==> src/rtl/baud_gen.sv <==
`default_nettype none
// ============================================================================
// Module   : baud_gen
// Brief    : UART baud-rate generator: Rx oversample strobe and Tx bit strobe
//            with a runtime-programmable divisor and Rx phase resync.
// Revision : 1.0 - initial release
// ============================================================================
module baud_gen #(
  parameter int CLK_HZ      = 50000000,
  parameter int BAUD        = 115200,
  parameter int OVERSAMPLE  = 16,
  parameter int DIV_WIDTH   = 16,
  parameter int DEFAULT_DIV = CLK_HZ / (BAUD * OVERSAMPLE)
) (
  input  logic                 clk_50m,
  input  logic                 reset,
  input  logic                 en,
  input  logic                 div_wr,
  input  logic [DIV_WIDTH-1:0] div_in,
  input  logic                 rx_resync,
  output logic                 rx_tick,
  output logic                 tx_tick,
  output logic [DIV_WIDTH-1:0] div_cur,
  output logic                 div_err
);

  localparam int OS_W = (OVERSAMPLE > 1) ? $clog2(OVERSAMPLE) : 1;

  localparam logic [DIV_WIDTH-1:0] c_ONE     = DIV_WIDTH'(1);
  localparam logic [DIV_WIDTH-1:0] c_TWO     = DIV_WIDTH'(2);
  localparam logic [DIV_WIDTH-1:0] c_DEF_DIV = DIV_WIDTH'(DEFAULT_DIV);
  localparam logic [OS_W-1:0]      c_OS_LAST = OS_W'(OVERSAMPLE - 1);
  localparam logic [OS_W-1:0]      c_OS_ONE  = OS_W'(1);

  generate
    if (OVERSAMPLE < 2) begin : g_bad_oversample
      $error("baud_gen: OVERSAMPLE must be at least 2");
    end
    if ((DEFAULT_DIV < 2) || ((DEFAULT_DIV >> DIV_WIDTH) != 0)) begin : g_bad_default_div
      $error("baud_gen: DEFAULT_DIV must satisfy 2 <= DEFAULT_DIV < 2**DIV_WIDTH");
    end
  endgenerate

  logic [DIV_WIDTH-1:0] r_div;
  logic [DIV_WIDTH-1:0] r_rx_pre;
  logic [DIV_WIDTH-1:0] r_tx_pre;
  logic [OS_W-1:0]      r_tx_os;
  logic                 r_rx_tick;
  logic                 r_tx_tick;
  logic                 r_div_err;

  logic                 w_wr_ok;
  logic [DIV_WIDTH-1:0] w_div_last;
  logic                 w_rx_wrap;
  logic                 w_tx_wrap;

  assign w_wr_ok    = div_wr && (div_in >= c_TWO);
  assign w_div_last = r_div - c_ONE;
  assign w_rx_wrap  = (r_rx_pre == w_div_last);
  assign w_tx_wrap  = (r_tx_pre == w_div_last);

  always_ff @(posedge clk_50m) begin
    if (reset) begin
      r_div     <= c_DEF_DIV;
      r_rx_pre  <= '0;
      r_tx_pre  <= '0;
      r_tx_os   <= '0;
      r_rx_tick <= 1'b0;
      r_tx_tick <= 1'b0;
      r_div_err <= 1'b0;
    end else begin
      // A rejected write only raises the error flag; counting carries on.
      r_div_err <= div_wr && !w_wr_ok;

      if (w_wr_ok) begin
        r_div     <= div_in;
        r_rx_pre  <= '0;
        r_tx_pre  <= '0;
        r_tx_os   <= '0;
        r_rx_tick <= 1'b0;
        r_tx_tick <= 1'b0;
      end else begin
        if (rx_resync) begin
          r_rx_pre  <= '0;
          r_rx_tick <= 1'b0;
        end else if (en) begin
          if (w_rx_wrap) begin
            r_rx_pre  <= '0;
            r_rx_tick <= 1'b1;
          end else begin
            r_rx_pre  <= r_rx_pre + c_ONE;
            r_rx_tick <= 1'b0;
          end
        end else begin
          r_rx_tick <= 1'b0;
        end

        // Tx path keeps its own prescaler so an Rx resync never shifts it.
        if (en) begin
          if (w_tx_wrap) begin
            r_tx_pre  <= '0;
            r_tx_os   <= (r_tx_os == c_OS_LAST) ? '0 : (r_tx_os + c_OS_ONE);
            r_tx_tick <= (r_tx_os == c_OS_LAST);
          end else begin
            r_tx_pre  <= r_tx_pre + c_ONE;
            r_tx_tick <= 1'b0;
          end
        end else begin
          r_tx_tick <= 1'b0;
        end
      end
    end
  end

  assign rx_tick = r_rx_tick;
  assign tx_tick = r_tx_tick;
  assign div_cur = r_div;
  assign div_err = r_div_err;

endmodule
`default_nettype wire

==> config.mk <==
export PLATFORM = sky130hd
export DESIGN_NAME = baud_gen
export DESIGN_NICKNAME = d
export VERILOG_FILES = /design/src/rtl/baud_gen.sv
export SDC_FILE = /design/constraint.sdc
export NUM_CORES = 1
export LEC_CHECK = 0
export CORE_MARGIN = 2
export CORE_UTILIZATION = 50
export DETAILED_ROUTE_END_ITERATION = 8
export PLACE_DENSITY = 0.84
export SLEW_MARGIN = 20
export SYNTH_ARGS = -nofsm -noshare
export SYNTH_HDL_FRONTEND = slang
export SYNTH_SLANG_ARGS = --single-unit
export TNS_END_PERCENT = 20
==> constraint.sdc <==
create_clock -name clk_50m -period 4.35 [get_ports clk_50m]
set_input_delay 1.305 -clock clk_50m [delete_from_list [all_inputs] [get_ports clk_50m]]
set_output_delay 1.305 -clock clk_50m [all_outputs]
set_load 0.03 [all_outputs]
# Yosys cells after proc, flatten, opt, wreduce, memory -nomap -nowiden
# Index checks and enable logic that the tools add are counted.
[word_totals]
word_cells = 29
output_inout_bits = 19
ff_bits = 55
[op_classes]
n_addsub = 4
order_cmp = 1
mux = 4
n_reduce_logical = 8
n_bitwise = 2
eq_ne = 3
[op_table]
columns = ["cell", "count"]
rows = [
  ["$add 16x1->16 const B", 2],
  ["$eq 16x16->1", 2],
  ["$mux 16", 2],
  ["$ge 16x2->1 const B", 1],
  ["$sub 16x1->16 const B", 1],
  ["$reduce_or 4->1", 2],
  ["$add 4x1->4 const B", 1],
  ["$eq 4x4->1 const B", 1],
  ["$mux 4", 1],
  ["$reduce_or 3->1", 1],
  ["$logic_and 1x1->1", 2],
  ["$not 1->1", 2],
  ["$reduce_and 2->1", 1],
  ["$reduce_or 2->1", 1],
  ["$logic_not 1->1", 1],
  ["$mux 1", 1],
]

# Logic depth before layout (Yosys ltp)
[depth]
word_depth = 4
depth_mapped = 12
ltp_nobuf = 10

# Worst setup path after synthesis
# No wires, ideal clock.
[synth_timing]
path_type = "register -> register"
from = "register r_div[0], in the netlist div_cur[0]"
to = "register r_tx_os[3]"
setup_slack_ns = 1.125
t_arrival_ns = 3.155
required_ns = 4.280
path_buffers = 1
stages_incl_launch_ff = 12
synth_period_minus_slack_ns = 3.225
cell_sequence = "dfxtp_1 clkbuf_1 inv_1 ha_1 nor2b_1 nand2_1 xor2_1 a2111o_1 a2111oi_1 nand4_2 or4_1 a21oi_1"
[synth_via]
elab_chain_len = 3
[synth_lines]
columns = ["item", "line_no", "text"]
rows = [
  ["from (decl)", "44", "logic [DIV_WIDTH-1:0] r_div;"],
  ["from (signal assigned)", "64", "r_div <= c_DEF_DIV;"],
  ["from (signal assigned)", "76", "r_div <= div_in;"],
  ["$sub 16x1->16", "58", "assign w_div_last = r_div - c_ONE;"],
  ["$eq 16x16->1", "60", "assign w_tx_wrap = (r_tx_pre == w_div_last);"],
  ["$reduce_and 2->1 (no line)", "--", ""],
  ["to (signal assigned)", "102", "r_tx_os <= (r_tx_os == c_OS_LAST) ? '0 : (r_tx_os + c_OS_ONE);"],
  ["to (decl)", "47", "logic [OS_W-1:0] r_tx_os;"],
]
# No other way between the ends.
# A chain may end at the register's enable or synchronous reset.

# Worst setup path after layout
# Same ends and word-level chain as after synthesis.

==> impl_metrics.py <==
metrics = {
    "clocking": {
        "clockBufferDepth": 2,
        "cts_setup_buffers": 0,
        "root_buffer": "clkbuf_8",
        "cts-htree-levels": 2,
        "cts_tree": "yes",
        "cts_resized": 0,
        "cts_sinks": 55,
        "insertion_delay_ns": 0.32,
        "holdBufCountCts": 0,
        "clk_pin_slew_ns": 0.10,
        "cts-buffers-inserted": 5,
    },
    "die": {
        "die_w_um": 84.04,
        "io_pins": 40,
        "fp.dieH_um": 84.04,
        "die_area_um2": 7063,
        "initial_core_util": 0.5103,
        "fp.coreArea_um2": 6277,
        "num_rows": 29,
    },
    "place": {
        "post-dp-hpwl_mm": 5.723,
        "globalplace.congestion": 0.8971,
        "io_buffers": 39,
    },
    "global_route": {
        "grt_max_degree": 19,
        "grtUsageTotal": 0.2217,
        "antenna_found_initial": 0,
        "grt_pass1_wl_mm": 12.74,
        "grt_pass1_vias": 2733,
        "grt_overflow": 0,
    },
    "synth": {
        "async_flop_share": 0,
        "yosys.area_share.adder": 0.01563,
        "synthXorXnorAreaFrac": 0.2059,
        "synth_ff_type": "dfxtp_1",
        "synth_compound_area_frac": 0.09219,
        "synth_top_area_frac": 0.3438,
        "synth.area.top_cells": "dfxtp_1 34%, xor2_1 10%, xnor2_1 8.8%",
        "post_synth_num_cell_types": 54,
        "ys_warn_count": 0,
        "ys_seq_area_frac": 0.3438,
        "synthesis.nets": 413,
        "avgSynthCellArea_um2": 8.255,
        "ys_seq_elements": 55,
        "synth_edf_count": 0,
        "synthCells": 388,
        "synth_top_cell_by_area": "dfxtp_1",
        "syn_area_um2": 3203,
        "synth-simple-area-share": 0.2926,
        "synth_top_family_by_area": "simple AND/OR/NAND/NOR gates",
        "synth_mux_area_frac": 0.01250,
    },
    "cells_and_area": {
        "nets": 440,
        "multiInputGateArea_um2": 1982,
        "final_cell_mix": "55 x dfxtp_1, 51 x nor2_1, 47 x nand2_1",
        "drive_gt1_frac": 0.05048,
        "syn2layout_area_growth_pct": 15.82,
        "antenna_cells": 0,
        "final_common_cell": "dfxtp_1",
        "regArea_um2": 1101,
        "fill_cells": 557,
        "fin_util": 0.5910,
    },
    "route": {
        "wl_per_cell_um": 15.40,
        "viasPerCell": 5.797,
        "wl_mm": 7.594,
        "vias": 2858,
        "drt_first_pass_iters": 4,
        "dr.first_iter.drc_count": 188,
        "drcViolationCount": 0,
        "detail-route-antenna-nets": 0,
    },
    "critical_path": {
        "slowest_stage": "a2111oi_1",
        "crit_path_end_kind": "register",
        "crit_path_max_incr_delay_ns": 0.53,
        "path_cells": "inv_1, ha_1, nor2b_1, nand2_1, xor2_1, a2111o_1, a2111oi_1, nand4_2, or4_1, a21oi_1",
        "critPathArrivalTime_ns": 3.84,
        "worstPathRequired_ns": 4.60,
        "crit_type": "reg -> reg",
        "start_kind": "register",
        "critical_path.max_fanout": 9,
    },
    "timing": {
        "slew_viol_final": 0,
        "period_needed_ns": 3.593,
        "finalHoldViolations": 0,
        "rsz0062_at_grt": "false",
        "totalNegativeSetupSlack_ns": 0,
        "worst_pin_slew_ns": 0.6543,
        "finClkSkew_ns": 0.007783,
        "fmax_ghz": 0.2783,
        "timing.final.crit_share": 0.8259,
        "setup_viol": 0,
        "max_slew_margin": 0.5602,
    },
    "min_path": {
        "holdCritPathClass": "reg -> reg",
    },
    "pwr": {
        "p_per_area_nw_per_um2": 266.6,
        "p_leak_nw": 1.294,
        "vdd_drop_max_mv": 0.1508,
    },
    "job": {
        "maxCapViolations": 0,
    },
    "status": {
        "status": "finished clean",
    },
}
==> final cells by class <==
type | instances | area share
Timing Repair Buffer | 41 | 0.1093
Clock buffer | 6 | 0.02226
Clock inverter | 2 | 0.004384
Tap cell | 77 | 0.02597
Inverter | 7 | 0.007083
Sequential cell | 55 | 0.2968
Multi-Input combinational cell | 305 | 0.5342
==> where the power goes <==
group	internal (W)	leakage, nW	switching, W
Clock	0.000130	0.0474	0.000170
Sequential	0.000513	0.447	0.0000271
Combinational	0.0000721	0.800	0.0000765
Total	0.000715	1.29	0.000274
==> path summary, 6_finish.rpt <==
| check | start | to | slack, ns | depth (start not counted) |
|---|---|---|---|---|
| max | div_cur[0]$_SDFFE_PP1P_ | r_tx_os[3]$_SDFFE_PP0P_ | 0.76 | 10 |
| min | r_tx_os[3]$_SDFFE_PP0P_ | r_tx_os[3]$_SDFFE_PP0P_ | 0.49 | 2 |
| min reg2reg | r_tx_os[3]$_SDFFE_PP0P_ | r_tx_os[3]$_SDFFE_PP0P_ | 0.49 | 2 |
| max reg2reg | div_cur[0]$_SDFFE_PP1P_ | r_tx_os[3]$_SDFFE_PP0P_ | 0.76 | 10 |
==> metrics by stage <==
stage / cells / worst slack (ns) / total power, W / hold slack, ns / area [um2]
finish: 493 / 0.7571 / 0.0009892 / 0.4871 / 3710
global placement: 485 / 0.8894 / 0.0006944 / 0.4679 / 3611
detailed placement: 485 / 0.7586 / 0.0006976 / 0.4764 / 3611
floorplan: 388 / 1.125 / 0.0006435 / 0.4490 / 3203
CTS: 493 / 0.8054 / 0.0009908 / 0.4895 / 3710
global route: 493 / 0.4668 / 0.001030 / 0.5131 / 3710
==> layer usage <==
metal | up-vias | wire length [um] | GRT usage
met1 | 1347 | 3274 | 0.2766
met2 | 104 | 3570 | 0.3644
li1 | 1383 | - | -
met5 | - | 0 | 0
met3 | 24 | 475 | 0.04847
met4 | 0 | 273 | 0.09971
==> critical path: cells and delay by family (launching register included) <==
family / cells / cell delay, ns
buffers and inverters: 1 / 0.14
adder cells (fa/ha/maj): 1 / 0.31
AND/OR/NAND/NOR: 4 / 1.31
XOR/XNOR: 1 / 0.20
flip-flops: 1 / 0.45
AO/OA/AOI/OAI: 3 / 1.11
==> cell usage after synthesis, types with 3 or more instances <==
library cell / number
a21oi_1: 19
and3_1: 10
buf_2: 3
clkbuf_1: 14
dfxtp_1: 55
ha_1: 4
inv_1: 7
mux2i_1: 4
nand2_1: 47
nand2b_1: 5
nand3_1: 15
nand3b_1: 3
nand4_1: 12
nor2_1: 51
nor3_1: 9
nor4_1: 7
nor4_2: 3
o211a_1: 3
or3_1: 3
xnor2_1: 32
xor2_1: 38
==> state kept, by name, summed over array words and instances, names as in the netlist <==
signal    count
div_err       1
tx_tick       1
r_tx_pre     16
r_tx_os       4
r_rx_pre     16
div_cur      16
rx_tick       1
==> kinds of logic after synthesis <==
kind of cell | after synthesis
simple gates | 182
xor+xnor | 72
flops | 55
compound gates | 43
buf+inv | 28
mux | 4
fa+ha+maj | 4
Power figures use the tool's default switching activity.
